`src/rtl/led_status_sequencer_pkg.sv`:
```
// rtl/led_status_sequencer_pkg.sv - shared types, defaults and helpers for the LED status sequencer
package led_seq_pkg;

  // Pattern source currently owning the LEDs, highest priority last
  typedef enum logic [1:0] {ST_IDLE, ST_BUSY, ST_FLASH, ST_ERROR} led_state_e;

  // Error blink-code phases
  localparam logic [1:0] EP_ON  = 2'd0;
  localparam logic [1:0] EP_OFF = 2'd1;
  localparam logic [1:0] EP_GAP = 2'd2;

  // Default timing in ms ticks
  localparam int HEART_MS_DEF    = 500;
  localparam int FAST_MS_DEF     = 125;
  localparam int FLASH_MS_DEF    = 100;
  localparam int CODE_ON_MS_DEF  = 200;
  localparam int CODE_GAP_MS_DEF = 1000;

  // Bits needed to hold 0..max_val
  function automatic int cnt_w(input int max_val);
    return (max_val < 1) ? 1 : $clog2(max_val + 1);
  endfunction

  localparam int PULSE_W = cnt_w(8);

  // Error code 0 blinks eight times, any other code blinks its own value
  function automatic logic [PULSE_W-1:0] code_to_pulses(input logic [2:0] code);
    return (code == 3'd0) ? PULSE_W'(8) : PULSE_W'(code);
  endfunction

endpackage

```
`src/rtl/led_status_sequencer_if.sv`:
```
// rtl/led_status_sequencer_if.sv - event inputs and LED outputs of the status sequencer
interface led_status_sequencer_if;
  logic       iBusy;
  logic       iEvtCapture;
  logic       iEvtError;
  logic [2:0] iErrCode;
  logic       iErrClr;
  logic       oLED1;
  logic       oLED2;
  logic       oErrActive;

  modport master (
    output iBusy, iEvtCapture, iEvtError, iErrCode, iErrClr,
    input  oLED1, oLED2, oErrActive
  );

  modport slave (
    input  iBusy, iEvtCapture, iEvtError, iErrCode, iErrClr,
    output oLED1, oLED2, oErrActive
  );
endinterface

```
`src/rtl/led_status_sequencer_tick_gen.sv`:
```
// rtl/led_status_sequencer_tick_gen.sv - prescaler emitting a one-cycle tick at TICK_HZ
module led_tick_gen #(
  parameter int CLK_HZ  = 100_000_000,
  parameter int TICK_HZ = 1000
) (
  input  logic clk_i,
  input  logic rst_ni,
  output logic tick_o
);
  localparam int DIV = (CLK_HZ / TICK_HZ < 1) ? 1 : CLK_HZ / TICK_HZ;
  localparam int W   = (DIV > 1) ? $clog2(DIV) : 1;
  localparam logic [W-1:0] TERM = W'(DIV - 1);

  logic [W-1:0] cnt_q, cnt_d;

  // A divide-by-one build leaves the counter parked at 0, so every cycle ticks
  assign tick_o = (cnt_q == TERM);

  // Count 0..DIV-1 and wrap on the tick
  always_comb begin
    cnt_d = tick_o ? '0 : cnt_q + W'(1);
  end

  // Prescaler register
  always_ff @(posedge clk_i or negedge rst_ni) begin
    if (!rst_ni) cnt_q <= '0;
    else         cnt_q <= cnt_d;
  end
endmodule

```
`src/rtl/led_status_sequencer.sv`:
```
// rtl/led_status_sequencer.sv - prioritised status blink patterns on two LEDs (optional LED_PWM_DIM_EN dimming)
module led_status_sequencer
  import led_seq_pkg::*;
#(
  parameter int CLK_HZ      = 100_000_000,
  parameter int TICK_HZ     = 1000,
  parameter int HEART_MS    = HEART_MS_DEF,
  parameter int FAST_MS     = FAST_MS_DEF,
  parameter int FLASH_MS    = FLASH_MS_DEF,
  parameter int CODE_ON_MS  = CODE_ON_MS_DEF,
  parameter int CODE_GAP_MS = CODE_GAP_MS_DEF
) (
  input  logic                  iClk,
  input  logic                  iRst_N,
  led_status_sequencer_if.slave bus
);
  localparam int HB_W = cnt_w(HEART_MS - 1);
  localparam int FA_W = cnt_w(FAST_MS - 1);
  localparam int FL_W = cnt_w(FLASH_MS);
  localparam int ET_W = cnt_w(((CODE_ON_MS > CODE_GAP_MS) ? CODE_ON_MS : CODE_GAP_MS) - 1);
  localparam logic [HB_W-1:0] HB_T    = HB_W'(HEART_MS - 1);
  localparam logic [FA_W-1:0] FA_T    = FA_W'(FAST_MS - 1);
  localparam logic [FL_W-1:0] FL_LOAD = FL_W'(FLASH_MS);
  localparam logic [ET_W-1:0] ON_T    = ET_W'(CODE_ON_MS - 1);
  localparam logic [ET_W-1:0] GAP_T   = ET_W'(CODE_GAP_MS - 1);

  logic tick;
  logic [HB_W-1:0]    hb_cnt_q, hb_cnt_d;
  logic               hb_ph_q, hb_ph_d;
  logic [FA_W-1:0]    fa_cnt_q, fa_cnt_d;
  logic               fa_ph_q, fa_ph_d;
  logic [FL_W-1:0]    flash_q, flash_d;
  logic               err_q, err_d;
  logic [2:0]         code_q, code_d;
  logic [1:0]         eph_q, eph_d;
  logic [PULSE_W-1:0] pulse_q, pulse_d;
  logic [ET_W-1:0]    etmr_q, etmr_d;
  logic               led1_q, led1_d, led2_q, led2_d;
  led_state_e         state_d;

  led_tick_gen #(.CLK_HZ(CLK_HZ), .TICK_HZ(TICK_HZ)) u_tick (
    .clk_i (iClk),
    .rst_ni(iRst_N),
    .tick_o(tick)
  );

  // Heartbeat and busy phases run in every state so patterns resume without a jump
  always_comb begin
    hb_cnt_d = hb_cnt_q;
    hb_ph_d  = hb_ph_q;
    fa_cnt_d = fa_cnt_q;
    fa_ph_d  = fa_ph_q;
    if (tick) begin
      if (hb_cnt_q == HB_T) begin
        hb_cnt_d = '0;
        hb_ph_d  = ~hb_ph_q;
      end else begin
        hb_cnt_d = hb_cnt_q + HB_W'(1);
      end
      if (fa_cnt_q == FA_T) begin
        fa_cnt_d = '0;
        fa_ph_d  = ~fa_ph_q;
      end else begin
        fa_cnt_d = fa_cnt_q + FA_W'(1);
      end
    end
  end

  // Capture flash: (re)load on an event unless an error is latched or arriving
  always_comb begin
    flash_d = flash_q;
    if (bus.iEvtCapture && !err_q && !bus.iEvtError) flash_d = FL_LOAD;
    else if (tick && flash_q != '0)                  flash_d = flash_q - FL_W'(1);
  end

  // Error latch and blink-code burst; a new error beats a simultaneous clear
  always_comb begin
    err_d   = err_q;
    code_d  = code_q;
    eph_d   = eph_q;
    pulse_d = pulse_q;
    etmr_d  = etmr_q;
    if (bus.iEvtError || bus.iErrClr) begin
      err_d   = bus.iEvtError;
      code_d  = bus.iEvtError ? bus.iErrCode : code_q;
      eph_d   = EP_ON;
      pulse_d = '0;
      etmr_d  = '0;
    end else if (err_q && tick) begin
      etmr_d = etmr_q + ET_W'(1);
      case (eph_q)
        EP_ON: if (etmr_q == ON_T) begin
          etmr_d  = '0;
          eph_d   = EP_OFF;
          pulse_d = pulse_q + PULSE_W'(1);
        end
        EP_OFF: if (etmr_q == ON_T) begin
          etmr_d = '0;
          eph_d  = (pulse_q == code_to_pulses(code_q)) ? EP_GAP : EP_ON;
        end
        default: if (etmr_q == GAP_T) begin
          etmr_d  = '0;
          eph_d   = EP_ON;
          pulse_d = '0;
        end
      endcase
    end
  end

  // Pick the owning pattern from next-state values so outputs land with the state change
  always_comb begin
    if (err_d)               state_d = ST_ERROR;
    else if (flash_d != '0)  state_d = ST_FLASH;
    else if (bus.iBusy)      state_d = ST_BUSY;
    else                     state_d = ST_IDLE;
    led1_d = hb_ph_d;
    led2_d = ~hb_ph_d;
    case (state_d)
      ST_ERROR: begin
        led1_d = (eph_d == EP_ON);
        led2_d = (eph_d == EP_ON);
      end
      ST_FLASH: begin
        led1_d = bus.iBusy ? fa_ph_d : hb_ph_d;
        led2_d = 1'b1;
      end
      ST_BUSY: begin
        led1_d = fa_ph_d;
        led2_d = 1'b0;
      end
      default: ;
    endcase
  end

  // State and output registers
  always_ff @(posedge iClk or negedge iRst_N) begin
    if (!iRst_N) begin
      hb_cnt_q <= '0;
      hb_ph_q  <= 1'b0;
      fa_cnt_q <= '0;
      fa_ph_q  <= 1'b0;
      flash_q  <= '0;
      err_q    <= 1'b0;
      code_q   <= '0;
      eph_q    <= EP_ON;
      pulse_q  <= '0;
      etmr_q   <= '0;
      led1_q   <= 1'b0;
      led2_q   <= 1'b0;
    end else begin
      hb_cnt_q <= hb_cnt_d;
      hb_ph_q  <= hb_ph_d;
      fa_cnt_q <= fa_cnt_d;
      fa_ph_q  <= fa_ph_d;
      flash_q  <= flash_d;
      err_q    <= err_d;
      code_q   <= code_d;
      eph_q    <= eph_d;
      pulse_q  <= pulse_d;
      etmr_q   <= etmr_d;
      led1_q   <= led1_d;
      led2_q   <= led2_d;
    end
  end

  assign bus.oErrActive = err_q;

`ifdef LED_PWM_DIM_EN
  logic [3:0] pwm_cnt_q;
  logic       pwm_gate;

  // Free-running dimming counter, LEDs lit for 4 of every 16 cycles
  always_ff @(posedge iClk or negedge iRst_N) begin
    if (!iRst_N) pwm_cnt_q <= '0;
    else         pwm_cnt_q <= pwm_cnt_q + 4'd1;
  end

  assign pwm_gate  = (pwm_cnt_q < 4'd4);
  assign bus.oLED1 = led1_q & pwm_gate;
  assign bus.oLED2 = led2_q & pwm_gate;
`else
  assign bus.oLED1 = led1_q;
  assign bus.oLED2 = led2_q;
`endif
endmodule

```
`src/flat_wrapper.sv`:
```
// flat-port wrapper written by rule: the top's interface ports become plain ports
module led_status_sequencer_flat import led_seq_pkg::*;
#(
  parameter int CLK_HZ      = 100_000_000,
  parameter int TICK_HZ     = 1000,
  parameter int HEART_MS    = HEART_MS_DEF,
  parameter int FAST_MS     = FAST_MS_DEF,
  parameter int FLASH_MS    = FLASH_MS_DEF,
  parameter int CODE_ON_MS  = CODE_ON_MS_DEF,
  parameter int CODE_GAP_MS = CODE_GAP_MS_DEF
)
  (iClk, iRst_N, bus_iBusy, bus_iEvtCapture, bus_iEvtError, bus_iErrCode, bus_iErrClr, bus_oLED1, bus_oLED2, bus_oErrActive);
  led_status_sequencer_if bus_i ();
  input  logic iClk;
  input  logic iRst_N;
  input wire logic [$bits(bus_i.iBusy)-1:0] bus_iBusy;
  input wire logic [$bits(bus_i.iEvtCapture)-1:0] bus_iEvtCapture;
  input wire logic [$bits(bus_i.iEvtError)-1:0] bus_iEvtError;
  input wire logic [$bits(bus_i.iErrCode)-1:0] bus_iErrCode;
  input wire logic [$bits(bus_i.iErrClr)-1:0] bus_iErrClr;
  output wire logic [$bits(bus_i.oLED1)-1:0] bus_oLED1;
  output wire logic [$bits(bus_i.oLED2)-1:0] bus_oLED2;
  output wire logic [$bits(bus_i.oErrActive)-1:0] bus_oErrActive;
  assign bus_i.iBusy = bus_iBusy;
  assign bus_i.iEvtCapture = bus_iEvtCapture;
  assign bus_i.iEvtError = bus_iEvtError;
  assign bus_i.iErrCode = bus_iErrCode;
  assign bus_i.iErrClr = bus_iErrClr;
  assign bus_oLED1 = bus_i.oLED1;
  assign bus_oLED2 = bus_i.oLED2;
  assign bus_oErrActive = bus_i.oErrActive;
  led_status_sequencer #(.CLK_HZ(CLK_HZ), .TICK_HZ(TICK_HZ), .HEART_MS(HEART_MS), .FAST_MS(FAST_MS), .FLASH_MS(FLASH_MS), .CODE_ON_MS(CODE_ON_MS), .CODE_GAP_MS(CODE_GAP_MS)) u_core (.iClk(iClk), .iRst_N(iRst_N), .bus(bus_i));
endmodule
```
`config.mk`:
```
export PLATFORM = sky130hd
export DESIGN_NAME = led_status_sequencer_flat
export DESIGN_NICKNAME = d
export VERILOG_FILES = /design/src/rtl/led_status_sequencer_pkg.sv /design/src/rtl/led_status_sequencer_if.sv /design/src/rtl/led_status_sequencer_tick_gen.sv /design/src/rtl/led_status_sequencer.sv /design/src/flat_wrapper.sv
export SDC_FILE = /design/constraint.sdc
export NUM_CORES = 1
export LEC_CHECK = 0
export ABC_AREA = 1
export BUFFER_PORTS_ARGS = -buffer_cell sky130_fd_sc_hd__clkbuf_2
export CORE_MARGIN = 1.5
export CORE_UTILIZATION = 56
export DETAILED_ROUTE_END_ITERATION = 7
export MAX_ROUTING_LAYER = met4
export PLACE_DENSITY = 0.76
export SETUP_SLACK_MARGIN = 0.15
export SYNTH_ARGS = -nofsm -noshare
export SYNTH_HDL_FRONTEND = slang
export SYNTH_SLANG_ARGS = --single-unit
```
`constraint.sdc`:
```
create_clock -name iClk -period 1.75 [get_ports iClk]
set_input_delay 0.2625 -clock iClk [delete_from_list [all_inputs] [get_ports iClk]]
set_output_delay 0.2625 -clock iClk [all_outputs]
set_load 0.03 [all_outputs]
```
==> reports/results.txt, run 1 <==
CP Capture Type -> flop
Starting Density -> 58.2%
Register area share after synthesis -> 43.3%
Overflow after GRT -> 0
Pwr/cell area -> 544 mW/mm2
Final setup viols -> 35
Pre-CTS WS -> -0.233 ns
DP Area -> 0.00449 mm2
GRT Total Usage -> 29.8%
Post-synth EDFFs -> 0
Routability congestion estimate -> 0.907
Syn Inst Count -> 489
CTS root buf -> clkbuf_8
Via density -> 6.03
Vias in the first global route -> 3742
Max Slew Vio Count -> 0
Antenna cells -> 0
Min Hold Slack -> 0.126 ns
Leakage -> 0.00265 uW
Area of the mapped netlist -> 0.00369 mm2
Area delta synth->final -> 46.6%
Synth Register Bits -> 64
CTS Buf Count -> 9
Setup Skew -> 0.0118 ns
Commonest non-fill, non-tap cells in the layout -> buf_4 (86), inv_1 (71), dfrtp_1 (64)
Final #Nets -> 634
Syn nets -> 506
CTS tree -> built
Most common cell after layout, fill and taps aside -> buf_4
VDD IR max -> 732 uV
Footprint of the multi-input gates -> 0.00225 mm2
CTS max path bufs -> 2
Worst-Margin Slew -> 0.533 ns
HP Class -> input pin to flop
Worst EP arrival -> 2.55 ns
Die height -> 84.2 um
CP max stage cell -> dfrtp_1
Tmin final -> 2.26 ns
Fillers -> 314
WP data required -> 2.03 ns
Status -> complete, but fails checks
WS Path Type -> flop to flop
IO Pins -> 12
Crit-path max FO -> 7
IO buf count -> 11
Ys async rst share -> 100%
Final core utilization -> 85.3%
Die ar. -> 0.00709 mm2
CTS sink cnt -> 64
CP peak stage delay -> 0.42 ns
RSZ-0062 raised after global routing -> yes
Critical path, cell by cell -> inv_2, ha_4, inv_2, nor3_2, nand2_2, buf_6, nand4_1, nand2_1, nor2_2, buf_4, nand3_1, nor2_2, nand4_1, nand3_1
Primary FF master, synth -> dfrtp_1
Fin worst setup slack -> -0.513 ns
Failing checks -> negative setup slack
Share of cells above drive strength 1 -> 42.8%
Largest net degree at the start of global routing -> 26
Row count -> 29
Final hold vios -> 0
Post-route cell area -> 0.00542 mm2
F_max -> 442 MHz
Core ar. -> 0.00635 mm2
Detail Placement HPWL -> 6670 um
Max-Cap Viols -> 0
Synthesized area per cell -> 7.56 um2
Clock slew at reported path FFs -> 0.07 ns
First-pass GRT wire length -> 16600 um
Synth warnings -> 0
Fin crit share -> 129%
Clk_lat worst skew -> 0.35 ns
Final wirelength -> 12600 um
Drt first pass iters -> 6
Worst Setup Start Kind -> flop
DR DRC count -> 0
Drt first-iter violations -> 402
Synth unique cells -> 37
Routed length per placed instance -> 18.0 um
Routed Antenna Nets -> 0
Initial antenna violation count -> 0
Slew headroom -> 64.5%
Total number of vias -> 4213
H-tree levels -> 3
FF/Latch Area -> 0.00160 mm2
Die width -> 84.2 um
-- stage by stage --
| step | TNS (ns) | std cells | power [uW] |
|---|---|---|---|
| 4_1_cts | -1.51 | 685 | 2910 |
| 6_report | -5.12 | 699 | 2950 |
| 5_1_grt | -8.13 | 699 | 3030 |
| 3_3_place_gp | -0.630 | 652 | 1710 |
| 3_5_place_dp | -1.76 | 652 | 1720 |
| 2_1_floorplan | -0.146 | 489 | 1620 |
-- power by group --
part / total [uW] / leakage [uW] / switching [uW] / internal, uW
clock: 1210 / 0.0000992 / 589 / 624
combinational: 227 / 0.00171 / 147 / 79.7
sequential: 1510 / 0.000848 / 12.7 / 1500
total: 2950 / 0.00265 / 748 / 2200
-- sequential cells by signal, indices dropped and copies added (netlist names) --
| signal | count |
|---|---|
| u_core.code_q | 3 |
| u_core.u_tick.cnt_q | 17 |
| u_core.fa_ph_q | 1 |
| u_core.pulse_q | 4 |
| u_core.bus.oLED2 | 1 |
| u_core.hb_ph_q | 1 |
| u_core.etmr_q | 10 |
| u_core.hb_cnt_q | 9 |
| u_core.flash_q | 7 |
| u_core.fa_cnt_q | 7 |
| u_core.bus.oErrActive | 1 |
| u_core.eph_q | 2 |
| u_core.bus.oLED1 | 1 |
-- cell usage after synthesis, types with 2 or more instances --
master   number  area (um2)
nand2_1      83         312
inv_2         3        11.3
dfrtp_1      64        1600
ha_1          8         100
xor2_1        2        17.5
xnor2_1       2        17.5
nor3b_1       2        15.0
nand2_4       2        22.5
o21ai_0      30         150
nand2_2      11        68.8
a21oi_1      30         150
nor3_1       15        75.1
nor2_1       67         251
nor2_4        5        56.3
nor2_2        5        31.3
nand4_1      16         100
nand3_1      43         215
inv_1        80         300
inv_4         2        12.5
nor3_2        2        20.0
-- final timing paths --
check                                        start                endpoint  slack, ns  depth (start not counted)
worst min-delay path               bus_iErrCode[2]        u_core.code_q[2]       0.13                          3
worst max register to register   u_core.flash_q[0]        u_core.bus.oLED2      -0.51                         14
min in group asynchronous                   iRst_N  u_core.u_tick.cnt_q[6]       0.42                          2
worst max-delay path             u_core.flash_q[0]        u_core.bus.oLED2      -0.51                         14
max in group asynchronous                   iRst_N        u_core.code_q[2]       0.79                          3
worst min register to register  u_core.fa_cnt_q[5]      u_core.fa_cnt_q[5]       0.51                          1
-- cell type report --
cell class	instances	area share (%)
Clock buffer	13	3.12
Clock inverter	3	0.277
Inverter	85	6.12
Multi-Input combinational cell	339	41.5
Sequential cell	64	29.6
Tap cell	77	1.78
Timing Repair Buffer	118	17.7
-- kinds of logic after synthesis --
group	after synthesis	share of synthesized area, %
flip-flops	64	43.3
adder cells (fa/ha/maj)	8	2.71
AND/OR/NAND/NOR	256	33.1
AO/OA/AOI/OAI	70	10.6
multiplexers	1	0.271
XOR/XNOR	4	0.948
buffers and inverters	86	8.97
-- layer usage --
layer	vias up	track usage, %	wire (um)
li1	1851	-	-
met1	1989	37.5	4810
met2	273	48.7	6050
met3	100	6.49	980
met4	0	8.49	713
met5	-	-	0
-- critical path, delay by kind of cell (launching register included) --
family	cells	cell delay (ns)
fa+ha+maj	1	0.14
buf+inv	4	0.44
flops	1	0.42
simple gates	9	1.19
-- what timing repair did --
| action | CTS | global route |
|---|---|---|
| hold buffers | 1 | 0 |
| endpoints found under the setup margin | 38 | 51 |
| resized for setup | 76 | 78 |
| gates cloned | 0 | 0 |
| buffers inserted | 16 | 14 |
| pin swaps | 22 | 44 |
| endpoints found under the hold margin | 16 | 0 |
(Power assumes the default switching activity.)
==> run 2: changes to the inputs <==
Settings changed: SKIP_LAST_GASP set to 1, SYNTH_HIERARCHICAL set to 1.
==> reports/results.txt, run 2 <==
Worst-Margin Slew -> 0.521 ns
Row count -> 29
Setup Skew -> 0.00903 ns
Register area share after synthesis -> 43.8%
Status -> complete, but fails checks
Largest net degree at the start of global routing -> 65
Crit-path max FO -> 5
CTS tree -> built
Max reg flops -> 17
Routability congestion estimate -> 0.903
Clock slew at reported path FFs -> 0.07 ns
DR DRC count -> 0
Top-count cell post-synth -> nand2_1
Ys async rst share -> 100%
RSZ-0062 raised after global routing -> yes
IO Pins -> 12
HP Class -> input pin to flop
Post-route cell area -> 0.00498 mm2
Final core utilization -> 78.8%
CTS sink cnt -> 64
Failing checks -> negative setup slack
Initial antenna violation count -> 0
Synth Register Bits -> 64
Area of the mapped netlist -> 0.00366 mm2
Clk_lat worst skew -> 0.35 ns
Via density -> 5.59
Top-area cell type share of the netlist area -> 43.8%
IO buf count -> 11
Die height -> 83.8 um
VDD IR max -> 680 uV
Final hold vios -> 0
Top reg by flops -> u_core/u_tick/cnt_q
Drt first pass iters -> 5
Starting Density -> 57.9%
Die ar. -> 0.00702 mm2
Worst EP arrival -> 2.40 ns
Post-synth EDFFs -> 0
Area delta synth->final -> 36.1%
Biggest regs -> u_core/u_tick/cnt_q (17), u_core/etmr_q (10), u_core/hb_cnt_q (9)
CTS Buf Count -> 9
Antenna cells -> 0
Max Slew Vio Count -> 0
Vias in the first global route -> 3407
Routed length per placed instance -> 15.9 um
Final #Nets -> 587
Setup TNS -> -5.10 ns
Syn nets -> 497
Commonest non-fill, non-tap cells in the layout -> nand2_1 (97), inv_1 (63), dfrtp_1 (63)
H-tree levels -> 3
Fillers -> 379
Max-Cap Viols -> 0
Final wirelength -> 10400 um
Most common cell after layout, fill and taps aside -> nand2_1
Worst Setup Start Kind -> flop
Ranking of synthesized cells by area -> dfrtp_1 (44%), nand2_1 (12%), inv_1 (6.8%)
Leakage -> 0.00255 uW
Synth warnings -> 6
Share of cells above drive strength 1 -> 36.2%
Top cell type by total area after synthesis -> dfrtp_1
First-pass GRT wire length -> 14400 um
Pwr/cell area -> 578 mW/mm2
Drt first-iter violations -> 218
Syn Inst Count -> 480
CTS max path bufs -> 2
Core ar. -> 0.00631 mm2
Tot Pwr -> 2880 uW
Primary FF master, synth -> dfrtp_1
DP Area -> 0.00419 mm2
GRT Total Usage -> 26.4%
WS Path Type -> flop to flop
Routed Antenna Nets -> 0
WP data required -> 2.03 ns
Fin crit share -> 121%
Die width -> 83.8 um
Fin worst setup slack -> -0.372 ns
Detail Placement HPWL -> 5570 um
Total number of vias -> 3645
Synth unique cells -> 37
CTS root buf -> clkbuf_8
Slew headroom -> 65.2%
F_max -> 471 MHz
CP Capture Type -> flop
Overflow after GRT -> 0
Synth cell count leaders -> nand2_1 (117), inv_1 (66), dfrtp_1 (64), nor2_1 (59), nand3_1 (34)
Tmin final -> 2.12 ns
Synthesized area per cell -> 7.62 um2
Final setup viols -> 30
## run 2: path summary, 6_finish.rpt
path | slack [ns] | end | startpoint | cells past startpoint
hold / removal | 0.11 | u_core/flash_q[3] | bus_iEvtCapture | 2
min in group asynchronous | 0.46 | u_core/u_tick/cnt_q[3] | iRst_N | 3
max in group asynchronous | 0.99 | u_core/etmr_q[0] | iRst_N | 3
hold reg to reg | 0.52 | u_core/fa_ph_q | u_core/fa_ph_q | 2
setup / recovery | -0.37 | u_core/bus.oLED1 | u_core/u_tick/cnt_q[0] | 17
setup reg to reg | -0.37 | u_core/bus.oLED1 | u_core/u_tick/cnt_q[0] | 17
## run 2: cell families after synthesis
| family | after synthesis | share of synthesized area [%] |
|---|---|---|
| xor gates and xnor gates | 15 | 3.80 |
| AOI/OAI and AO/OA | 43 | 6.84 |
| and+or+nand+nor | 265 | 33.7 |
| buffers and inverters | 85 | 9.10 |
| DFF | 64 | 43.8 |
| adders and majority gates | 8 | 2.74 |
## run 2: area by class of cell
cell class / instances / area (um2) / share of cell area [%]
Inverter: 81 / 320 / 6.44
Multi-Input combinational cell: 331 / 2090 / 42.0
Tap cell: 77 / 96.3 / 1.94
Timing Repair inverter: 1 / 7.51 / 0.151
Sequential cell: 64 / 1600 / 32.2
Clock inverter: 3 / 15.0 / 0.302
Clock buffer: 13 / 169 / 3.39
Timing Repair Buffer: 82 / 673 / 13.5
## run 2: metal layers
metal / up-vias / track usage [%] / share of wire (%)
met2: 153 / 44.6 / 50
met1: 1744 / 30.1 / 40
met5: - / - / 0
met4: 0 / 12.8 / 4.2
li1: 1702 / - / -
met3: 46 / 5.04 / 5.2
## run 2: where the power goes
| part | total (uW) | switching [uW] | internal (uW) |
|---|---|---|---|
| Sequential | 1510 | 14.2 | 1490 |
| Clock | 1210 | 583 | 624 |
| Combinational | 162 | 113 | 49.6 |
| Total | 2880 | 710 | 2170 |
## run 2: worst max-delay path: stages, from the launching register on
cell,delay (ns)
dfrtp_1,0.40
ha_2,0.20
nand2_2,0.08
inv_2,0.04
nand2_1,0.06
nor2_1,0.05
nand2_2,0.09
clkinv_4,0.10
buf_12,0.15
nand2_4,0.08
nand2_1,0.08
nand3_2,0.10
nand2_1,0.11
nor2_4,0.12
nand3_4,0.11
nand2_2,0.08
nand2_1,0.07
a21oi_2,0.14
## run 2: what timing repair did
item | 4_1_cts | 5_1_grt
hold endpoints to repair | 64 | 0
pin swaps | 19 | 27
hold buffers | 1 | 0
gates resized for setup | 28 | 71
cloned | 2 | 0
buffers inserted | 11 | 11
setup endpoints to repair | 33 | 48
## run 2: through the flow
step / setup slack [ns] / hold WS (ns) / cells
floorplan: -0.179 / -0.0331 / 480
global placement: -0.0893 / 0.308 / 611
detailed placement: -0.268 / 0.308 / 611
CTS: -0.218 / 0.117 / 641
global route: -0.462 / 0.113 / 652
finish: -0.372 / 0.113 / 652
==> run 3: changes to the inputs <==
Settings changed: CORE_MARGIN 1.5 to not set.
==> reports/results.txt, run 3 (synthesis gave the netlist of run 2 again) <==
Status -> complete, but fails checks
Failing checks -> negative setup slack
Die width -> 82.8 um
Overflow after GRT -> 0
Starting Density -> 57.9%
R2R Setup Slk -> -0.26 ns
CP Capture Type -> flop
CP peak stage delay -> 0.40 ns
Crit-path most repeated cell -> nand2_2
Psw -> 695 uW
Die ar. -> 0.00686 mm2
Top reg by flops -> u_core/u_tick/cnt_q
Clk_lat worst skew -> 0.34 ns
Worst Reg2Reg Path Length in Cells -> 17
Vias in the first global route -> 3537
Logic gate share of total power -> 5.4%
WHS Endpoint -> u_core/flash_q[3]
Clock slew at reported path FFs -> 0.07 ns
H-tree levels -> 3
IO buf count -> 11
Worst Setup Start Kind -> flop
Leakage -> 0.00245 uW
Worst R2R End -> u_core/bus.oLED1
Die height -> 82.8 um
CTS tree -> built
Detail Placement HPWL -> 6060 um
Total number of vias -> 3441
RSZ-0062 raised after global routing -> yes
Worst-Margin Slew -> 0.622 ns
Fillers -> 482
VDD IR max -> 560 uV
Slew headroom -> 58.5%
Via density -> 5.38
Most common cell after layout, fill and taps aside -> nand2_1
Share of cells above drive strength 1 -> 30.2%
Row count -> 29
Max Slew Vio Count -> 0
RR Startpoint -> u_core/u_tick/cnt_q[0]
CTS max path bufs -> 2
Routed length per placed instance -> 13.9 um
Final wirelength -> 8850 um
Area delta synth->final -> 27.3%
Routability congestion estimate -> 0.884
Seq pwr share -> 51.6%
Fin worst setup slack -> -0.262 ns
Drt first-iter violations -> 150
Max-Cap Viols -> 0
Critical path, cell by cell -> ha_2, nand2_2, inv_2, nand2_2, nor2_2, nand2_2, clkinv_4, buf_12, nand2_4, inv_2, nand2_2, nand3_2, nor2_2, nand3_2, nand2_1, nand2_1, a21oi_1
Hold path cells -> 2
Setup Skew -> 0.00938 ns
Commonest non-fill, non-tap cells in the layout -> nand2_1 (105), dfrtp_1 (64), inv_1 (63)
Tmin final -> 2.01 ns
CTS Buf Count -> 9
Worst EP arrival -> 2.28 ns
Footprint of the multi-input gates -> 0.00189 mm2
HP Class -> input pin to flop
Worst hold start -> bus_iEvtCapture
FF/Latch Area -> 0.00160 mm2
Drt first pass iters -> 5
Biggest regs -> u_core/u_tick/cnt_q (17), u_core/etmr_q (10), u_core/hb_cnt_q (9)
Final hold vios -> 0
First-pass GRT wire length -> 15000 um
WP data required -> 2.02 ns
Pwr/cell area -> 628 mW/mm2
Fin crit share -> 115%
Antenna cells -> 0
GRT Total Usage -> 28.1%
CP max stage cell -> dfrtp_1
Final setup viols -> 20
Internal Pwr Total -> 2230 uW
Tot Pwr -> 2920 uW
Core ar. -> 0.00631 mm2
Clock power share -> 43.0%
Max reg flops -> 17
Initial antenna violation count -> 0
Crit-path max FO -> 9
Largest net degree at the start of global routing -> 26
WS Path Type -> flop to flop
Net Sw Frac -> 23.8%
Final #Nets -> 575
Buf/Inv on CP -> 4
F_max -> 497 MHz
Family with the most delay on the worst path -> simple AND/OR/NAND/NOR gates
CTS root buf -> clkbuf_8
Routed Antenna Nets -> 0
CTS sink cnt -> 64
Worst setup path start -> u_core/u_tick/cnt_q[0]
DR DRC count -> 0
IO Pins -> 12
Setup TNS -> -2.66 ns
-- run 3: cell count changes in the layout (fill, tap and decap cells not counted), moves of 4 or more --
cell | previous run | this run
nand3_1 | 24 | 30
nand2_2 | 18 | 14
buf_6 | 10 | 4
nand2_1 | 97 | 105
nor2_2 | 12 | 17
buf_4 | 57 | 52
nor2_4 | 12 | 7
a21oi_1 | 9 | 14
nand3_4 | 5 | 1
a21oi_2 | 6 | 2
-- run 3: repair_timing --
action / 4_1_cts / 5_1_grt
endpoints found under the setup margin: 34 / 43
hold endpoints to repair: 19 / 0
hold buffers: 1 / 0
resized for setup: 17 / 32
pin swaps: 11 / 9
setup buffers: 7 / 3
-- run 3: cell type report --
type	count	area share, %
clock buffers	11	3.04
clock inverters	4	0.967
inverters	81	6.80
multi-input cells	331	40.7
flip-flops and latches	64	34.4
well taps	77	2.07
repair buffers	71	12.0
-- run 3: power by group through the flow --
stage	sequential (uW)	clock, uW	combinational, uW
final	1510	1260	157
after global routing	1510	1320	178
after CTS	1510	1260	154
after detailed placement	1530	0	150
after global placement	1530	0	142
after floorplan	1540	0	62.9
-- run 3: how the worst max path moves through the flow --
stage                                    end  slack, ns  cells after the start
final                       u_core/bus.oLED1      -0.26                     17
after global placement      u_core/bus.oLED2      -0.12                     14
after global routing        u_core/bus.oLED1      -0.38                     17
after floorplan           u_core/fa_cnt_q[5]      -0.18                     13
after CTS                   u_core/bus.oLED2      -0.29                     14
after detailed placement    u_core/bus.oLED2      -0.30                     14
-- run 3: metal layers --
| metal | track usage, % | share of wire (%) | vias to the layer above |
|---|---|---|---|
| met5 | - | 0 | - |
| met4 | 11.6 | 2.3 | 0 |
| met3 | 5.37 | 3.9 | 24 |
| met2 | 49.0 | 52 | 102 |
| met1 | 31.5 | 42 | 1636 |
| li1 | - | - | 1679 |
-- run 3: stage by stage --
| step | cells | hold WS, ns | setup WS [ns] | utilization [%] | area, um2 |
|---|---|---|---|---|---|
| 2_1_floorplan | 480 | -0.0331 | -0.179 | - | 3690 |
| 6_report | 639 | 0.132 | -0.262 | 73.7 | 4660 |
| 3_3_place_gp | 613 | 0.295 | -0.115 | 66.7 | 4210 |
| 5_1_grt | 639 | 0.123 | -0.378 | 73.7 | 4660 |
| 4_1_cts | 636 | 0.128 | -0.292 | 71.6 | 4520 |
| 3_5_place_dp | 613 | 0.306 | -0.298 | 66.7 | 4210 |
